## config.mk

```make
export PLATFORM = sky130hd
export DESIGN_NAME = irq_control_flat
export DESIGN_NICKNAME = d
export VERILOG_FILES = /design/src/rtl/irq_control_pkg.sv /design/src/rtl/irq_control_if.sv /design/src/rtl/irq_control_edge_rise.sv /design/src/rtl/irq_control.sv /design/src/flat_wrapper.sv
export SDC_FILE = /design/constraint.sdc
export NUM_CORES = 1
export LEC_CHECK = 0
export CORE_MARGIN = 2
export CORE_UTILIZATION = 39
export CTS_CLUSTER_DIAMETER = 60
export CTS_CLUSTER_SIZE = 16
export DETAILED_ROUTE_END_ITERATION = 10
export PLACE_DENSITY_LB_ADDON = 0.3
export SYNTH_ARGS = -nofsm -noshare
export SYNTH_HDL_FRONTEND = slang
export SYNTH_SLANG_ARGS = --single-unit
```

## constraint.sdc

```tcl
create_clock -name i_clk -period 1.5 [get_ports i_clk]
set_clock_uncertainty 0.05 [all_clocks]
set_input_delay 0.3 -clock i_clk [delete_from_list [all_inputs] [get_ports i_clk]]
set_output_delay 0.3 -clock i_clk [all_outputs]
set_load 0.01 [all_outputs]
```

## src/rtl/irq_control_pkg.sv

```systemverilog
// Shared definitions for the GM64 interrupt control stage: source numbering and
// the ICR bit positions used for the set/clear flag and the summary IR bit.
package gm64_irq_pkg;

    typedef enum logic [2:0] {
        SRC_TIMER_A = 3'd0,
        SRC_TIMER_B,
        SRC_TOD,
        SRC_SERIAL,
        SRC_FLAG
    } IrqSource;

    localparam int ICR_SET_CLEAR_BIT = 7;
    localparam int ICR_IR_BIT        = 7;

endpackage

```

## src/rtl/irq_control_if.sv

```systemverilog
// CPU-side ICR register port: active-low select, read/write strobe and the
// 8-bit write/read data paths.
interface irq_control_if;

    logic       i_cs;
    logic       i_rw;
    logic [7:0] i_data;
    logic [7:0] o_data;

    modport master (
        output i_cs,
        output i_rw,
        output i_data,
        input  o_data
    );

    modport slave (
        input  i_cs,
        input  i_rw,
        input  i_data,
        output o_data
    );

endinterface

```

## src/rtl/irq_control_edge_rise.sv

```systemverilog
// Registered rising-edge detector of configurable width: rise_o is high for the
// cycle in which level_i is high and was low at the previous clock edge.
module edge_rise #(
    parameter int WIDTH = 1
) (
    input  logic             clk_i,
    input  logic             rst_ni,
    input  logic [WIDTH-1:0] level_i,
    output logic [WIDTH-1:0] rise_o
);

    logic [WIDTH-1:0] levelPrev_q;

    always_ff @(posedge clk_i or negedge rst_ni) begin
        if (!rst_ni) begin
            levelPrev_q <= '0;
        end else begin
            levelPrev_q <= level_i;
        end
    end

    assign rise_o = level_i & ~levelPrev_q;

endmodule

```

## src/rtl/irq_control.sv

```systemverilog
// 6526-style interrupt control: latches source edges into flags, masks them and
// drives the active-low CPU IRQ. Define IRQ_CONTROL_6526_DELAY_EN for 2-clock assertion.
module irq_control
    import gm64_irq_pkg::*;
#(
    parameter int NUM_SRC = 5
) (
    input  logic               i_clk,
    input  logic               i_reset,
    irq_control_if.slave       bus,
    input  logic [NUM_SRC-1:0] i_src,
    output logic               o_irq_n
);

    logic [NUM_SRC-1:0] srcRise;
    logic [NUM_SRC-1:0] flags_q;
    logic [NUM_SRC-1:0] flags_d;
    logic [NUM_SRC-1:0] mask_q;
    logic [NUM_SRC-1:0] mask_d;
    logic               csPrev_q;
    logic               irqN_q;
    logic               irqPending_d;
    logic               accessStart;
    logic               readClear;
    logic               maskWrite;
    logic [7:0]         rdData;
    logic               unusedData;

    edge_rise #(
        .WIDTH (NUM_SRC)
    ) u_srcEdge (
        .clk_i   (i_clk),
        .rst_ni  (i_reset),
        .level_i (i_src),
        .rise_o  (srcRise)
    );

    // A select held low over several clocks counts as a single access.
    assign accessStart = ~bus.i_cs & csPrev_q;
    assign readClear   = accessStart & bus.i_rw;
    assign maskWrite   = accessStart & ~bus.i_rw;
    assign unusedData  = ^bus.i_data;

    // A new edge beats a same-cycle read-clear, and a same-cycle mask write
    // already applies to it.
    always_comb begin
        flags_d = readClear ? '0 : flags_q;
        flags_d = flags_d | srcRise;
        mask_d  = mask_q;
        if (maskWrite) begin
            if (bus.i_data[ICR_SET_CLEAR_BIT]) begin
                mask_d = mask_q | bus.i_data[NUM_SRC-1:0];
            end else begin
                mask_d = mask_q & ~bus.i_data[NUM_SRC-1:0];
            end
        end
        irqPending_d = |(flags_d & mask_d);
    end

    always_ff @(posedge i_clk or negedge i_reset) begin
        if (!i_reset) begin
            flags_q  <= '0;
            mask_q   <= '0;
            csPrev_q <= 1'b1;
        end else begin
            flags_q  <= flags_d;
            mask_q   <= mask_d;
            csPrev_q <= bus.i_cs;
        end
    end

`ifdef IRQ_CONTROL_6526_DELAY_EN
    logic pendDly_q;

    // Assertion needs the pending condition on two consecutive edges;
    // deassertion follows the pending condition directly.
    always_ff @(posedge i_clk or negedge i_reset) begin
        if (!i_reset) begin
            pendDly_q <= 1'b0;
            irqN_q    <= 1'b1;
        end else begin
            pendDly_q <= irqPending_d;
            irqN_q    <= ~(irqPending_d & pendDly_q);
        end
    end
`else
    always_ff @(posedge i_clk or negedge i_reset) begin
        if (!i_reset) begin
            irqN_q <= 1'b1;
        end else begin
            irqN_q <= ~irqPending_d;
        end
    end
`endif

    assign o_irq_n = irqN_q;

    always_comb begin
        rdData = '0;
        if (~bus.i_cs & bus.i_rw) begin
            rdData[NUM_SRC-1:0] = flags_q;
            rdData[ICR_IR_BIT]  = |(flags_q & mask_q);
        end
    end

    assign bus.o_data = rdData;

endmodule

```

## src/flat_wrapper.sv

```systemverilog
// flat-port wrapper written by rule: the top's interface ports become plain ports
module irq_control_flat import gm64_irq_pkg::*;
#(
    parameter int NUM_SRC = 5
)
  (i_clk, i_reset, i_src, o_irq_n, bus_i_cs, bus_i_rw, bus_i_data, bus_o_data);
  irq_control_if bus_i ();
  input  logic i_clk;
  input  logic i_reset;
  input  logic [NUM_SRC-1:0] i_src;
  output logic o_irq_n;
  input wire logic [$bits(bus_i.i_cs)-1:0] bus_i_cs;
  input wire logic [$bits(bus_i.i_rw)-1:0] bus_i_rw;
  input wire logic [$bits(bus_i.i_data)-1:0] bus_i_data;
  output wire logic [$bits(bus_i.o_data)-1:0] bus_o_data;
  assign bus_i.i_cs = bus_i_cs;
  assign bus_i.i_rw = bus_i_rw;
  assign bus_i.i_data = bus_i_data;
  assign bus_o_data = bus_i.o_data;
  irq_control #(.NUM_SRC(NUM_SRC)) u_core (.i_clk(i_clk), .i_reset(i_reset), .bus(bus_i), .i_src(i_src), .o_irq_n(o_irq_n));
endmodule
```

# Word level (Yosys, flattened, before mapping)
# Cells that the tools add are included.
[word_totals] ff_bits=17 out_inout_bits=9 inputBits=17
[op_classes] bitwise=15 n_reduce_logical=2 muxes=5
[ops] operator="AND 5 bit" count=4
[ops] operator="2-to-1 mux 5 bit" count=4
[ops] operator="inverter 5 bit" count=2
[ops] operator="OR 5 bit" count=2
[ops] operator="OR reduction 5 bit" count=2
[ops] operator="AND 1 bit" count=4
[ops] operator="inverter 1 bit" count=3
[ops] operator="2-to-1 mux 1 bit" count=1

# Depth between registers and ports, before layout
[depth] word_depth=8 depth_mapped=4

# Hierarchy
# A second synthesis with hierarchy kept.
[hier_totals] cells_unflattened=56 hier_area_um2=805.8
[by_module_without_submodules] module="irq_control" cells_per_inst=46 seq_area_each_um2=302.8 n_inst=1 area_per_inst_um2=611.8
[by_module_without_submodules] module="edge_rise" cells_per_inst=10 seq_area_each_um2=125.1 n_inst=1 area_per_inst_um2=193.9

# Worst setup path after synthesis
# Ideal clock, no wire load.
[synth_path] kind="flip-flop to flip-flop" from="register u_core.csPrev_q" to="register u_core.irqN_q (netlist: u_core.o_irq_n)" path_slack_ps=136 arrival_time_ps=1233 required_ps=1369 path_stages_with_launch=4 path_buffers=0 setup_ps=81 cell_sequence="dfstp_2 and4bb_1 mux2_4 a211oi_2"
[synth_via] elab_cells_between_ends=9 cone_classes="mux: 2; bitwise: 6; reduce/logical: 1"
[synth_rtl] item="start: declaration" line_no="irq_control.sv:20" source="logic csPrev_q;"
[synth_rtl] item="start signal: assignment" line_no="irq_control.sv:68" source="csPrev_q <= bus.i_cs;"
[synth_rtl] item="AND 1 bit" line_no="irq_control.sv:39" source="assign accessStart = ~bus.i_cs & csPrev_q;"
[synth_rtl] item="AND 1 bit" line_no="irq_control.sv:41" source="assign maskWrite = accessStart & ~bus.i_rw;"
[synth_rtl] item="2-to-1 mux 5 bit" line_no="irq_control.sv:50" source="if (maskWrite) begin"
[synth_rtl] item="named net u_core.mask_d[1]" line_no="irq_control.sv:19" source="logic [NUM_SRC-1:0] mask_d;"
[synth_rtl] item="AND 5 bit" line_no="irq_control.sv:57" source="irqPending_d = |(flags_d & mask_d);"
[synth_rtl] item="OR reduction 5 bit" line_no="irq_control.sv:57"
[synth_rtl] item="inverter 1 bit" line_no="irq_control.sv:91" source="irqN_q <= ~irqPending_d;"
[synth_rtl] item="end signal: assignment" line_no="irq_control.sv:91"
[synth_rtl] item="end: declaration" line_no="irq_control.sv:21" source="logic irqN_q;"
# The timed path passes the listed nets, and every way through them passes these cells.

# Worst setup path in the final report
[layout_path] from="register u_core.mask_q[1]" to="output port bus_o_data[7]"
[layout_via] elab_chain_len=3
[layout_lines] item="start: declaration" line_no="irq_control.sv:18" source="logic [NUM_SRC-1:0] mask_q;"
[layout_lines] item="start signal: assignment" line_no="irq_control.sv:67" source="mask_q <= mask_d;"
[layout_lines] item="AND 5 bit" line_no="irq_control.sv:102" source="rdData[ICR_IR_BIT] = |(flags_q & mask_q);"
[layout_lines] item="OR reduction 5 bit" line_no="irq_control.sv:102"
[layout_lines] item="2-to-1 mux 1 bit" line_no="irq_control.sv:100" source="if (~bus.i_cs & bus.i_rw) begin"
[layout_lines] item="end: declaration" line_no="flat_wrapper.sv:15" source="output wire logic [$bits(bus_i.o_data)-1:0] bus_o_data;"
# Every way passes these cells.

==> results.md <==
Die:
- The floorplan step defined a die boundary enclosing 0.002303 mm^2.
- The I/O pin total is 26.
- The floorplan core area is 0.001764 mm^2.
- The chip width is 47.99 um.
- In this run the vertical extent of the chip is 47.99 um.
- The standard-cell row count is 15.
- For this configuration, the core starts out at a cell density of 0.4277.

Route:
- The routed length per placed instance is 13.39 um.
- The first detailed-routing pass took 4 iterations.
- The count of nets left with antenna violations once routing finished came out at 0.
- The detailed-route vias per instance is 4.894.
- The number of design-rule violations left by the first detailed-router iteration is 5.
- The total DRC errors in the routed layout is 0.
- The total wire length is 1647 um.
- Detailed routing inserted a total of 602 vias.

Global routing:
- The maximum number of pins on one net before global-route repair is 18.
- The number of antenna violations at the first check in global routing is 0.
- met2 is the most crowded layer.
- The via count of the first global-routing pass came to 603.
- The global-route met2 utilization is 0.3067.
- The wire length of the first global-routing pass is 2732 um.
- For this run, global-route usage on met1 was measured as 0.2153.
- Across every metal layer, demand over resource in global routing totals 0.1785.
- The met3 layer usage reported by global route is 0.03396.
- Summed over all layers, the global routing overflow is 0.

Run status:
- The flow ran to the end, but the final reports show violations.
- The final reports fail on negative setup slack.

Yosys:
- dfrtp_1 takes more of the synthesized area than any other cell.
- Sorting the synthesized cells by how often they occur yields dfrtp_1 (15), inv_1 (13), and2_1 (5).
- The average footprint of a synthesized cell is 12.17 um^2.
- The most common flop cell mapped by yosys is dfrtp_1.
- The number of different library cells used by synthesis comes to 20.
- The most common cell in the synthesized netlist is dfrtp_1.
- Counting flops with a built-in enable in the synthesized netlist gives 0.
- For this run, asynchronously set or reset flops after synthesis account for 1.000.
- The sequential share of the synthesized area is 0.5672.
- The fraction of synthesized cell area taken by the top area cell type is 0.4975.
- The total number of yosys warnings is 0.
- Ranked by total cell area, the synthesized netlist is headed by dfrtp_1 (50%), dfstp_2 (7.0%), inv_1 (6.5%), mux2i_1 (5.3%), and4bb_1 (5.0%).
- The post-synthesis register bit count is 17.
- After synthesis the cells add up to 754.5 um^2.
- The number of cells produced by synthesis is 62.

Final layout:
- The final design instance area without fill is 0.001110 mm^2.
- For this run, the post-layout net count is 116.
- The area added between synthesis and finish is 47.10%.
- The layout cell share with drive strength beyond 1 is 0.3776.
- 0 antenna diodes ended up in the layout.

Placed design:
- After legalization and detailed placement, the total HPWL measured 1217 um.
- Once placement finished, the instance area stood at 0.001052 mm^2.
- The port buffer count is 21.
- The final weighted congestion of routability-driven global placement is 0.7141.

CTS:
- The count of clock tree sinks is 17.
- The number of clock buffers added by TritonCTS is 3.
- The depth of the CTS H-tree is 1.
- The clock tree from TritonCTS is yes.
- In this run the deepest clock path goes through 2 buffers.
- After clock tree synthesis, the flow added hold-fix buffers numbering 0.
- Clock-pin slew was measured on the worst setup and hold paths at 0.10 ns.
- The later pin in the worst-skew pair is clocked with a latency of 0.29 ns.
- The root buffer cell chosen for the clock tree is clkbuf_4.

Pwr:
- For this design the static power due to leakage is 0.5367 nW.
- VDD sags by at most 0.6762 mV.
- The completed layout was analyzed and its total power is 1.086 mW.
- The power density of the placed cells is 978.5 mW/mm^2.

Worst setup path:
- STA classifies the critical path endpoint as an output port.
- The arrival time of data at the critical path endpoint is 1.33 ns.
- The critical path in this run is classified as flop to output port.
- For flop-to-flop paths, the worst setup slack is -0.03 ns.
- At the worst endpoint, the required time is 1.15 ns.
- The startpoint class of the critical path is a flop.
- The largest fanout on the critical path is 2.

Timing:
- The number of hold violations in the final report is 0.
- The worst hold margin is 0.2699 ns.
- The setup violation total in the final timing report is 2.
- The max-slew violation count is 0.
- Dividing the final minimum period by the clock period gives 1.118.
- The final total negative setup slack is -0.2092 ns.
- Setup repair after global routing could not meet its margin everywhere.
- The worst-case setup margin in the final layout is -0.1771 ns.
- Timing would allow up to 596.3 MHz.
- Subtracting the final worst setup slack from the clock period gives 1.677 ns.

Hold path:
- The path class of the lowest-slack min-delay path is input port to asynchronous set/reset pin.

Run:
- The max-capacitance violation count is 0.
path summary, 6_finish.rpt:
kind                       depth (start not counted)                            start                 to
max reg2reg                                        4                  u_core.csPrev_q     u_core.o_irq_n
min in group i_clk                                 2                         bus_i_cs    u_core.csPrev_q
max in group asynchronous                          2                          i_reset     u_core.o_irq_n
min                                                2                          i_reset  u_core.flags_q[0]
min reg2reg                                        1  u_core.u_srcEdge.levelPrev_q[1]  u_core.flags_q[1]
max                                                3                 u_core.mask_q[1]      bus_o_data[7]
power by group:
group	switching, mW	internal [mW]
sequential	0.0337	0.523
clock	0.141	0.0990
combinational	0.124	0.165
registers in the layout, indices dropped and copies added (netlist names):
signal                        count
u_core.o_irq_n                    1
u_core.u_srcEdge.levelPrev_q      5
u_core.mask_q                     5
u_core.flags_q                    5
u_core.csPrev_q                   1
per-layer routing:
layer  part of all wire  up-vias
li1                   -      282
met1               0.43      296
met2               0.51       22
met3              0.058        2
met4             0.0073        0
met5                  0        -
cell families (layout without fill, tap and decap cells):
group,Yosys count,after routing,share of synthesized area
AOI/OAI and AO/OA,11,11,0.1194
buffers and inverters,15,50,0.08458
DFF,17,17,0.5672
muxes,5,5,0.07296
other,1,2,0.004970
and+or+nand+nor,13,13,0.1509
through the flow:
| step | instances | utilization | setup slack, ns |
|---|---|---|---|
| floorplan | 63 | - | 0.1359 |
| global placement | 116 | 0.5965 | -0.5742 |
| detailed placement | 116 | 0.5965 | -0.6098 |
| CTS | 122 | 0.6213 | -0.2229 |
| global route | 123 | 0.6291 | -0.3043 |
| finish | 123 | 0.6291 | -0.1771 |
timing repair:
item / 4_1_cts / 5_1_grt
pin swaps: 6 / 2
resized for setup: 34 / 2
cloned: 0 / 0
setup endpoints to repair: 8 / 2
setup buffers: 2 / 1
placed cells by master (no fill, tap or decap), types with 2 or more instances in the layout:
cell,Yosys,layout
dfrtp_1,15,15
inv_1,13,13
clkdlybuf4s50_1,0,12
buf_4,2,12
buf_2,0,6
a2bb2oi_2,0,4
and2_1,5,4
and4bb_1,3,3
clkbuf_4,0,3
dlygate4sd2_1,0,3
mux2i_1,4,2
mux2i_2,0,2
and4bb_2,2,2
conb_1,1,2
dfstp_2,2,2
area by class of cell:
type,instances,area (um^2)
Clock buffer,3,22.52
Clock inverter,1,5.005
Fill cell,171,654.4
Inverter,13,48.80
Multi-Input combinational cell,31,307.8
Sequential cell,17,427.9
Tap cell,25,31.28
Timing Repair Buffer,33,266.5
critical path, stage by stage, from the launching register on:
cell and delay (ns):
dfrtp_1 0.40, a222oi_1 0.39, a21boi_1 0.11, buf_2 0.15
Note: power is estimated with default switching activity, not from simulation.
